## src/rtl/fm_add_pkg.sv

```systemverilog
// rtl/fm_add_pkg.sv - shared types and helpers for the fm_add BRAM movers
package fm_add_pkg;

    typedef enum logic [2:0] {
        IDLE = 3'd0,
        RD   = 3'd1,
        WAIT = 3'd2,
        WR   = 3'd3,
        DONE = 3'd4
    } state_t;

    localparam int ELEM_WIDTH_DEF = 16;

    // Counter add that pins at all-ones instead of wrapping.
    function automatic logic [15:0] sat_cnt_add(input logic [15:0] cnt, input logic [15:0] inc);
        logic [16:0] s;
        s = {1'b0, cnt} + {1'b0, inc};
        return s[16] ? 16'hFFFF : s[15:0];
    endfunction

endpackage

```

## src/rtl/fm_add_bram_adder_if.sv

```systemverilog
// rtl/fm_add_bram_adder_if.sv - single-port BRAM bank interface
interface fm_add_bank_if #(
    parameter int ADDR_WIDTH = 6,
    parameter int DATA_WIDTH = 256
);
    logic                  en;
    logic                  we;
    logic [ADDR_WIDTH-1:0] addr;
    logic [DATA_WIDTH-1:0] din;
    logic [DATA_WIDTH-1:0] dout;

    modport master (output en, output we, output addr, output din, input dout);
    modport slave  (input en, input we, input addr, input din, output dout);
endinterface

```

## src/rtl/fm_add_sat_lane.sv

```systemverilog
// rtl/fm_add_sat_lane.sv - signed saturating add of one lane with sat flag
module fm_add_sat_lane #(
    parameter int ELEM_WIDTH = 16
) (
    input  logic [ELEM_WIDTH-1:0] a,
    input  logic [ELEM_WIDTH-1:0] b,
    output logic [ELEM_WIDTH-1:0] sum,
    output logic                  sat
);
    localparam logic [ELEM_WIDTH-1:0] MAX_VAL = {1'b0, {(ELEM_WIDTH-1){1'b1}}};
    localparam logic [ELEM_WIDTH-1:0] MIN_VAL = {1'b1, {(ELEM_WIDTH-1){1'b0}}};

    logic [ELEM_WIDTH:0] full;

    always_comb begin
        full = {a[ELEM_WIDTH-1], a} + {b[ELEM_WIDTH-1], b};
        // Overflow shows as the extra sign bit disagreeing with the result sign.
        sat  = full[ELEM_WIDTH] ^ full[ELEM_WIDTH-1];
        if (!sat)
            sum = full[ELEM_WIDTH-1:0];
        else if (full[ELEM_WIDTH])
            sum = MIN_VAL;
        else
            sum = MAX_VAL;
    end
endmodule

```

## src/rtl/fm_add_bram_adder.sv

```systemverilog
// rtl/fm_add_bram_adder.sv - element-wise saturating adder between BRAM banks
module fm_add_bram_adder
    import fm_add_pkg::*;
#(
    parameter int FM_COL          = 4,
    parameter int FM_ROW          = 5,
    parameter int BRAM_DATA_WIDTH = FM_COL * 64,
    parameter int BRAM_DEPTH      = 64,
    parameter int BRAM_ADDR_WIDTH = $clog2(BRAM_DEPTH),
    parameter int ELEM_WIDTH      = ELEM_WIDTH_DEF
) (
    input  logic                       clk,
    input  logic                       rst_n,
    input  logic                       module_en,
    input  logic [BRAM_ADDR_WIDTH-1:0] bram_begin_addr,
    input  logic                       dst_sel,
    output logic                       module_done,
    output logic                       busy,
    output logic [15:0]                sat_cnt,
    fm_add_bank_if.master              bram0,
    fm_add_bank_if.master              bram1
);
    localparam int LANES = BRAM_DATA_WIDTH / ELEM_WIDTH;
    localparam int ROW_W = $clog2(FM_ROW + 1);
    localparam int POP_W = $clog2(LANES + 1);

    state_t                     state;
    logic [BRAM_ADDR_WIDTH-1:0] begin_r;
    logic                       dst_r;
    logic [ROW_W-1:0]           row_r;
    logic [BRAM_DATA_WIDTH-1:0] sum_r;
    logic [BRAM_DATA_WIDTH-1:0] lane_sum;
    logic [LANES-1:0]           lane_sat;
    logic [POP_W-1:0]           sat_pop;
    logic [BRAM_ADDR_WIDTH-1:0] cur_addr;

    logic                       b0_en, b0_we, b1_en, b1_we;
    logic [BRAM_ADDR_WIDTH-1:0] b0_addr, b1_addr;

    // Wraps modulo the bank depth by truncation.
    assign cur_addr = begin_r + BRAM_ADDR_WIDTH'(row_r);

    for (genvar i = 0; i < LANES; i++) begin : g_lane
        fm_add_sat_lane #(.ELEM_WIDTH(ELEM_WIDTH)) u_lane (
            .a   (bram0.dout[i*ELEM_WIDTH +: ELEM_WIDTH]),
            .b   (bram1.dout[i*ELEM_WIDTH +: ELEM_WIDTH]),
            .sum (lane_sum[i*ELEM_WIDTH +: ELEM_WIDTH]),
            .sat (lane_sat[i])
        );
    end

    always_comb begin
        sat_pop = '0;
        for (int i = 0; i < LANES; i++)
            sat_pop = sat_pop + POP_W'(lane_sat[i]);
    end

    assign bram0.en   = b0_en;
    assign bram0.we   = b0_we;
    assign bram0.addr = b0_addr;
    assign bram0.din  = b0_we ? sum_r : '0;
    assign bram1.en   = b1_en;
    assign bram1.we   = b1_we;
    assign bram1.addr = b1_addr;
    assign bram1.din  = b1_we ? sum_r : '0;

    // Bank controls are registered for the state being entered.
    always_ff @(posedge clk or negedge rst_n) begin
        if (!rst_n) begin
            state       <= IDLE;
            begin_r     <= '0;
            dst_r       <= 1'b0;
            row_r       <= '0;
            sum_r       <= '0;
            sat_cnt     <= '0;
            busy        <= 1'b0;
            module_done <= 1'b0;
            b0_en       <= 1'b0;
            b0_we       <= 1'b0;
            b0_addr     <= '0;
            b1_en       <= 1'b0;
            b1_we       <= 1'b0;
            b1_addr     <= '0;
        end else begin
            module_done <= 1'b0;
            b0_en       <= 1'b0;
            b0_we       <= 1'b0;
            b0_addr     <= '0;
            b1_en       <= 1'b0;
            b1_we       <= 1'b0;
            b1_addr     <= '0;
            case (state)
                IDLE: begin
                    if (module_en) begin
                        begin_r <= bram_begin_addr;
                        dst_r   <= dst_sel;
                        sat_cnt <= '0;
                        row_r   <= '0;
                        busy    <= 1'b1;
                        state   <= RD;
                        b0_en   <= 1'b1;
                        b1_en   <= 1'b1;
                        b0_addr <= bram_begin_addr;
                        b1_addr <= bram_begin_addr;
                    end
                end
                RD: state <= WAIT;
                WAIT: begin
                    sum_r   <= lane_sum;
                    sat_cnt <= sat_cnt_add(sat_cnt, 16'(sat_pop));
                    state   <= WR;
                    if (dst_r) begin
                        b1_en   <= 1'b1;
                        b1_we   <= 1'b1;
                        b1_addr <= cur_addr;
                    end else begin
                        b0_en   <= 1'b1;
                        b0_we   <= 1'b1;
                        b0_addr <= cur_addr;
                    end
                end
                WR: begin
                    row_r <= row_r + ROW_W'(1);
                    if (row_r == ROW_W'(FM_ROW - 1)) begin
                        state       <= DONE;
                        module_done <= 1'b1;
                    end else begin
                        state   <= RD;
                        b0_en   <= 1'b1;
                        b1_en   <= 1'b1;
                        b0_addr <= cur_addr + BRAM_ADDR_WIDTH'(1);
                        b1_addr <= cur_addr + BRAM_ADDR_WIDTH'(1);
                    end
                end
                DONE: begin
                    state <= IDLE;
                    busy  <= 1'b0;
                end
                default: state <= IDLE;
            endcase
        end
    end
endmodule

```

## src/flat_wrapper.sv

```systemverilog
// flat-port wrapper written by rule: the top's interface ports become plain ports
module fm_add_bram_adder_flat import fm_add_pkg::*;
#(
    parameter int FM_COL          = 4,
    parameter int FM_ROW          = 5,
    parameter int BRAM_DATA_WIDTH = FM_COL * 64,
    parameter int BRAM_DEPTH      = 64,
    parameter int BRAM_ADDR_WIDTH = $clog2(BRAM_DEPTH),
    parameter int ELEM_WIDTH      = ELEM_WIDTH_DEF
)
  (clk, rst_n, module_en, bram_begin_addr, dst_sel, module_done, busy, sat_cnt, bram0_en, bram0_we, bram0_addr, bram0_din, bram0_dout, bram1_en, bram1_we, bram1_addr, bram1_din, bram1_dout);
  fm_add_bank_if #(.ADDR_WIDTH((6)), .DATA_WIDTH((256))) bram0_i ();
  fm_add_bank_if #(.ADDR_WIDTH((6)), .DATA_WIDTH((256))) bram1_i ();
  input  logic clk;
  input  logic rst_n;
  input  logic module_en;
  input  logic [BRAM_ADDR_WIDTH-1:0] bram_begin_addr;
  input  logic dst_sel;
  output logic module_done;
  output logic busy;
  output logic [15:0] sat_cnt;
  output wire logic [$bits(bram0_i.en)-1:0] bram0_en;
  output wire logic [$bits(bram0_i.we)-1:0] bram0_we;
  output wire logic [$bits(bram0_i.addr)-1:0] bram0_addr;
  output wire logic [$bits(bram0_i.din)-1:0] bram0_din;
  input wire logic [$bits(bram0_i.dout)-1:0] bram0_dout;
  output wire logic [$bits(bram1_i.en)-1:0] bram1_en;
  output wire logic [$bits(bram1_i.we)-1:0] bram1_we;
  output wire logic [$bits(bram1_i.addr)-1:0] bram1_addr;
  output wire logic [$bits(bram1_i.din)-1:0] bram1_din;
  input wire logic [$bits(bram1_i.dout)-1:0] bram1_dout;
  assign bram0_en = bram0_i.en;
  assign bram0_we = bram0_i.we;
  assign bram0_addr = bram0_i.addr;
  assign bram0_din = bram0_i.din;
  assign bram0_i.dout = bram0_dout;
  assign bram1_en = bram1_i.en;
  assign bram1_we = bram1_i.we;
  assign bram1_addr = bram1_i.addr;
  assign bram1_din = bram1_i.din;
  assign bram1_i.dout = bram1_dout;
  fm_add_bram_adder #(.FM_COL(FM_COL), .FM_ROW(FM_ROW), .BRAM_DATA_WIDTH(BRAM_DATA_WIDTH), .BRAM_DEPTH(BRAM_DEPTH), .BRAM_ADDR_WIDTH(BRAM_ADDR_WIDTH), .ELEM_WIDTH(ELEM_WIDTH)) u_core (.clk(clk), .rst_n(rst_n), .module_en(module_en), .bram_begin_addr(bram_begin_addr), .dst_sel(dst_sel), .module_done(module_done), .busy(busy), .sat_cnt(sat_cnt), .bram0(bram0_i), .bram1(bram1_i));
endmodule
```

## config.mk

```make
export PLATFORM = sky130hd
export DESIGN_NAME = fm_add_bram_adder_flat
export DESIGN_NICKNAME = d
export VERILOG_FILES = /design/src/rtl/fm_add_pkg.sv /design/src/rtl/fm_add_bram_adder_if.sv /design/src/rtl/fm_add_sat_lane.sv /design/src/rtl/fm_add_bram_adder.sv /design/src/flat_wrapper.sv
export SDC_FILE = /design/constraint.sdc
export NUM_CORES = 1
export LEC_CHECK = 0
export BUFFER_PORTS_ARGS = -buffer_cell sky130_fd_sc_hd__buf_2
export CAP_MARGIN = 0
export CORE_AREA = 4 4 408 410
export CTS_CLUSTER_SIZE = 8
export DETAILED_ROUTE_END_ITERATION = 8
export DIE_AREA = 0 0 412 414
export GPL_TIMING_DRIVEN = 0
export HOLD_SLACK_MARGIN = 0.15
export REMOVE_ABC_BUFFERS = 1
export SYNTH_ARGS = -nofsm -noshare
export SYNTH_HDL_FRONTEND = slang
export SYNTH_SLANG_ARGS = --single-unit
export TNS_END_PERCENT = 30
```

## constraint.sdc

```tcl
create_clock -name clk -period 2.4 [get_ports clk]
set_input_delay 0.72 -clock clk [delete_from_list [all_inputs] [get_ports clk]]
set_output_delay 0.72 -clock clk [all_outputs]
set_load 0.02 [all_outputs]
```

==> impl_metrics.toml <==
[worst_setup_path]
cp_num_buf_inv = 5
critPathRequiredTime_ns = 2.92
cp-start-kind = "input port"
critPathMostFrequentCell = "fa_2"
worst-endpoint-arrival_ns = 7.64
endpoint_kind = "flip-flop"
critPathTopFamily = "adder cells"
rr_startpoint = "u_core.state[2]"
cpMaxStageDelayCell = "fa_2"
slowest_delay_ns = 0.58
startpoint = "bram0_dout[20]"
critPathMaxFanout = 5
path_class = "input port to flip-flop"

[floorplanning]
num_io_pins = 1068
initial_core_util = 0.179
die_h_um = 414
die_w_um = 412
rows = 148
dieArea_um2 = 171000
placeableCoreArea_um2 = 162000

[placement]
numPlacedInstances = 6684
dp_slack_ns = -7.22
port_buffers = 1067
placed_cell_area_um2 = 37100
gp_congestion = 0.941
dpl.hpwl_um = 124000

[logic_synthesis]
synth_area_leader_cell = "dfrtp_1"
syn_avg_cell_area_um2 = 8.13
synthFlopType = "dfrtp_1"
synthCells = 3577
synth_cell_types = 87
synth_area_um2 = 29100
synth_edf_count = 0
yosysWarnings = 0
synth_top_area_frac = 0.261
ys_ff_latch = 303
synthArstFlopShare = 1.00
yosys-top-cells-area = "dfrtp_1 (26%), ha_1 (12%), and2_1 (11%)"
synth.yosys.seq_area_share = 0.261

[clocking]
htree_levels = 2
cts_tree = "done"
numCtsBuffers = 46
cts_root_buf = "clkbuf_16"
clkTransAtPathRegs_ns = 0.06
clock_sinks = 303
clock_latency_ns = 0.62
cts.path.max_buffers = 3

[timing]
slew_violations = 0
period_share = 2.97
hold_violations = 0
clock_skew_ns = 0.0262
finalCriticalPeriod_ns = 7.12
setup_slack_ns = -4.72
tightest_slew_ns = 0.950
setup_viol = 763
fmax_ghz = 0.140
max_slew_margin = 0.350
rsz0062_at_grt = "yes"

[global_route]
grt_max_degree = 131
overflow = 0
grt_antenna_before_repair = 97
grt_usage = 0.169
grt_pass1_vias = 30600
grt_pass1_wl_um = 214000

[cells_and_area]
fin_area_um2 = 43000
area_growth_pct = 47.8
fin_util = 0.265
layout-drive-gt1-share = 0.369
final_cells = 6978
fillers = 17500
layout.nets = 5573

[drt]
drc = 0
routed_via_density = 4.55
first_iter_violations = 1851
vias = 31700
ant_nets = 0
wl_um = 154000
routedWlPerCell_um = 22.1
drtPass1Iterations = 8

[hold_path]
min-delay-path-class = "input port to flip-flop"
hp-start = "dst_sel"

[status]
violations = "negative setup slack"
status = "finished, violations left"

[run]
maxCapViolations = 0

[power_and_ir_drop]
p_leak_nw = 20.7
ir_drop_mv = 1.38
power_density_nw_per_um2 = 1070
-- stage by stage --
| stage | total power, W | setup TNS (ns) | hold slack, ns |
|---|---|---|---|
| after floorplan | 0.0241 | -1641.62 | 0.424 |
| after global placement | 0.0298 | -6002.35 | 0.465 |
| after detailed placement | 0.0348 | -459.93 | 0.483 |
| after CTS | 0.0446 | -286.94 | 0.255 |
| after global routing | 0.0495 | -312.48 | 0.284 |
| final | 0.0460 | -240.56 | 0.321 |
-- final cells by class --
cell class,instances,area (µm²),area share
Clock buffer,55,1240,0.0288
Sequential cell,303,7590,0.177
Multi-Input combinational cell,3014,22900,0.534
Inverter,101,383,0.00891
Clock inverter,6,98.8,0.00230
Antenna cell,39,97.6,0.00227
Tap cell,2175,2720,0.0633
Timing Repair Buffer,1285,7910,0.184
-- layer usage --
layer  part of all wire  track usage  routed length (µm)
met1               0.40        0.207               61500
met2               0.48        0.292               74700
met3              0.076       0.0349               11700
met4              0.038       0.0621                5910
met5             0.0015            0                 234
-- worst paths after layout --
kind / cells after the start / endpoint / slack, ns
max: 27 / u_core.sat_cnt[13] / -4.72
max in group asynchronous: 4 / u_core.sum_r[158] / 0.34
min: 3 / u_core.dst_r / 0.32
max reg2reg: 8 / u_core.sum_r[124] / -0.06
min reg2reg: 2 / u_core.sum_r[170] / 0.49
min in group asynchronous: 2 / u_core.sum_r[102] / 0.64
-- cells by family after synthesis --
| group | after synthesis | synth area share |
|---|---|---|
| compound gates | 1094 | 0.229 |
| simple gates | 1268 | 0.226 |
| flops | 303 | 0.261 |
| xor+xnor | 231 | 0.0724 |
| mux | 4 | 0.00142 |
| buf+inv | 270 | 0.0368 |
| fa+ha+maj | 407 | 0.173 |
-- power by group --
| part | leakage [nW] | switching (W) | internal, W |
|---|---|---|---|
| Clock | 0.657 | 0.00268 | 0.00379 |
| Sequential | 3.70 | 0.00310 | 0.00766 |
| Combinational | 16.4 | 0.0165 | 0.0122 |
-- cell usage after synthesis, types with 5 or more instances --
| cell type | number |
|---|---|
| a211o_1 | 7 |
| a211oi_1 | 20 |
| a21boi_0 | 5 |
| a21o_1 | 104 |
| a21oi_1 | 277 |
| a22o_1 | 9 |
| a311oi_1 | 5 |
| a31o_2 | 7 |
| a31oi_1 | 22 |
| a41o_1 | 5 |
| and2_1 | 519 |
| and3_1 | 22 |
| buf_2 | 27 |
| clkbuf_1 | 135 |
| dfrtp_1 | 303 |
| fa_1 | 28 |
| ha_1 | 272 |
| inv_1 | 101 |
| maj3_1 | 103 |
| nand2_1 | 372 |
| nand2b_1 | 40 |
| nand3_1 | 37 |
| nand4_1 | 18 |
| nor2_1 | 150 |
| nor2b_1 | 25 |
| nor3_1 | 40 |
| o211ai_1 | 17 |
| o21a_1 | 42 |
| o21ai_0 | 373 |
| o21ai_1 | 62 |
| o21bai_1 | 33 |
| o2bb2ai_1 | 6 |
| o31a_1 | 16 |
| o31ai_1 | 28 |
| or3_1 | 17 |
| xnor2_1 | 135 |
| xnor2_2 | 9 |
| xor2_1 | 85 |
-- layout by cell type (no fill, tap or decap), drive strengths merged, types with 42 or more instances in the layout --
cell type     n
dfrtp       303
buf        1276
a21oi       281
o21ai       437
and2        519
maj3        107
ha          272
xor2         87
nand2       373
xnor2       146
inv         102
nor2        153
clkbuf       61
o21a         42
a21o        105
-- timing repair --
| action | CTS | global route |
|---|---|---|
| resized for setup | 385 | 307 |
| setup endpoints to repair | 783 | 785 |
| setup buffers | 122 | 93 |
| hold buffers | 1 | 0 |
| cloned | 12 | 4 |
| endpoints found under the hold margin | 55 | 0 |
| pin swaps | 147 | 171 |
-- worst register-to-register path, stage by stage (launching register included) --
cell and delay (ns):
dfrtp_1 0.49, nor3b_4 0.51, buf_6 0.26, buf_6 0.23, buf_6 0.23, buf_6 0.18
buf_6 0.21, o21ai_0 0.13, o21ai_1 0.14
-- registers in the layout, indices dropped and copies added, names as in the netlist --
| register | count |
|---|---|
| u_core.bram1.addr | 6 |
| u_core.dst_r | 1 |
| u_core.sat_cnt | 16 |
| u_core.bram0.en | 1 |
| u_core.bram0.we | 1 |
| u_core.module_done | 1 |
| u_core.busy | 1 |
| u_core.bram0.addr | 6 |
| u_core.row_r | 3 |
| u_core.begin_r | 6 |
| u_core.bram1.we | 1 |
| u_core.sum_r | 256 |
| u_core.bram1.en | 1 |
| u_core.state | 3 |
No activity file was read; power rests on OpenSTA's default activity.
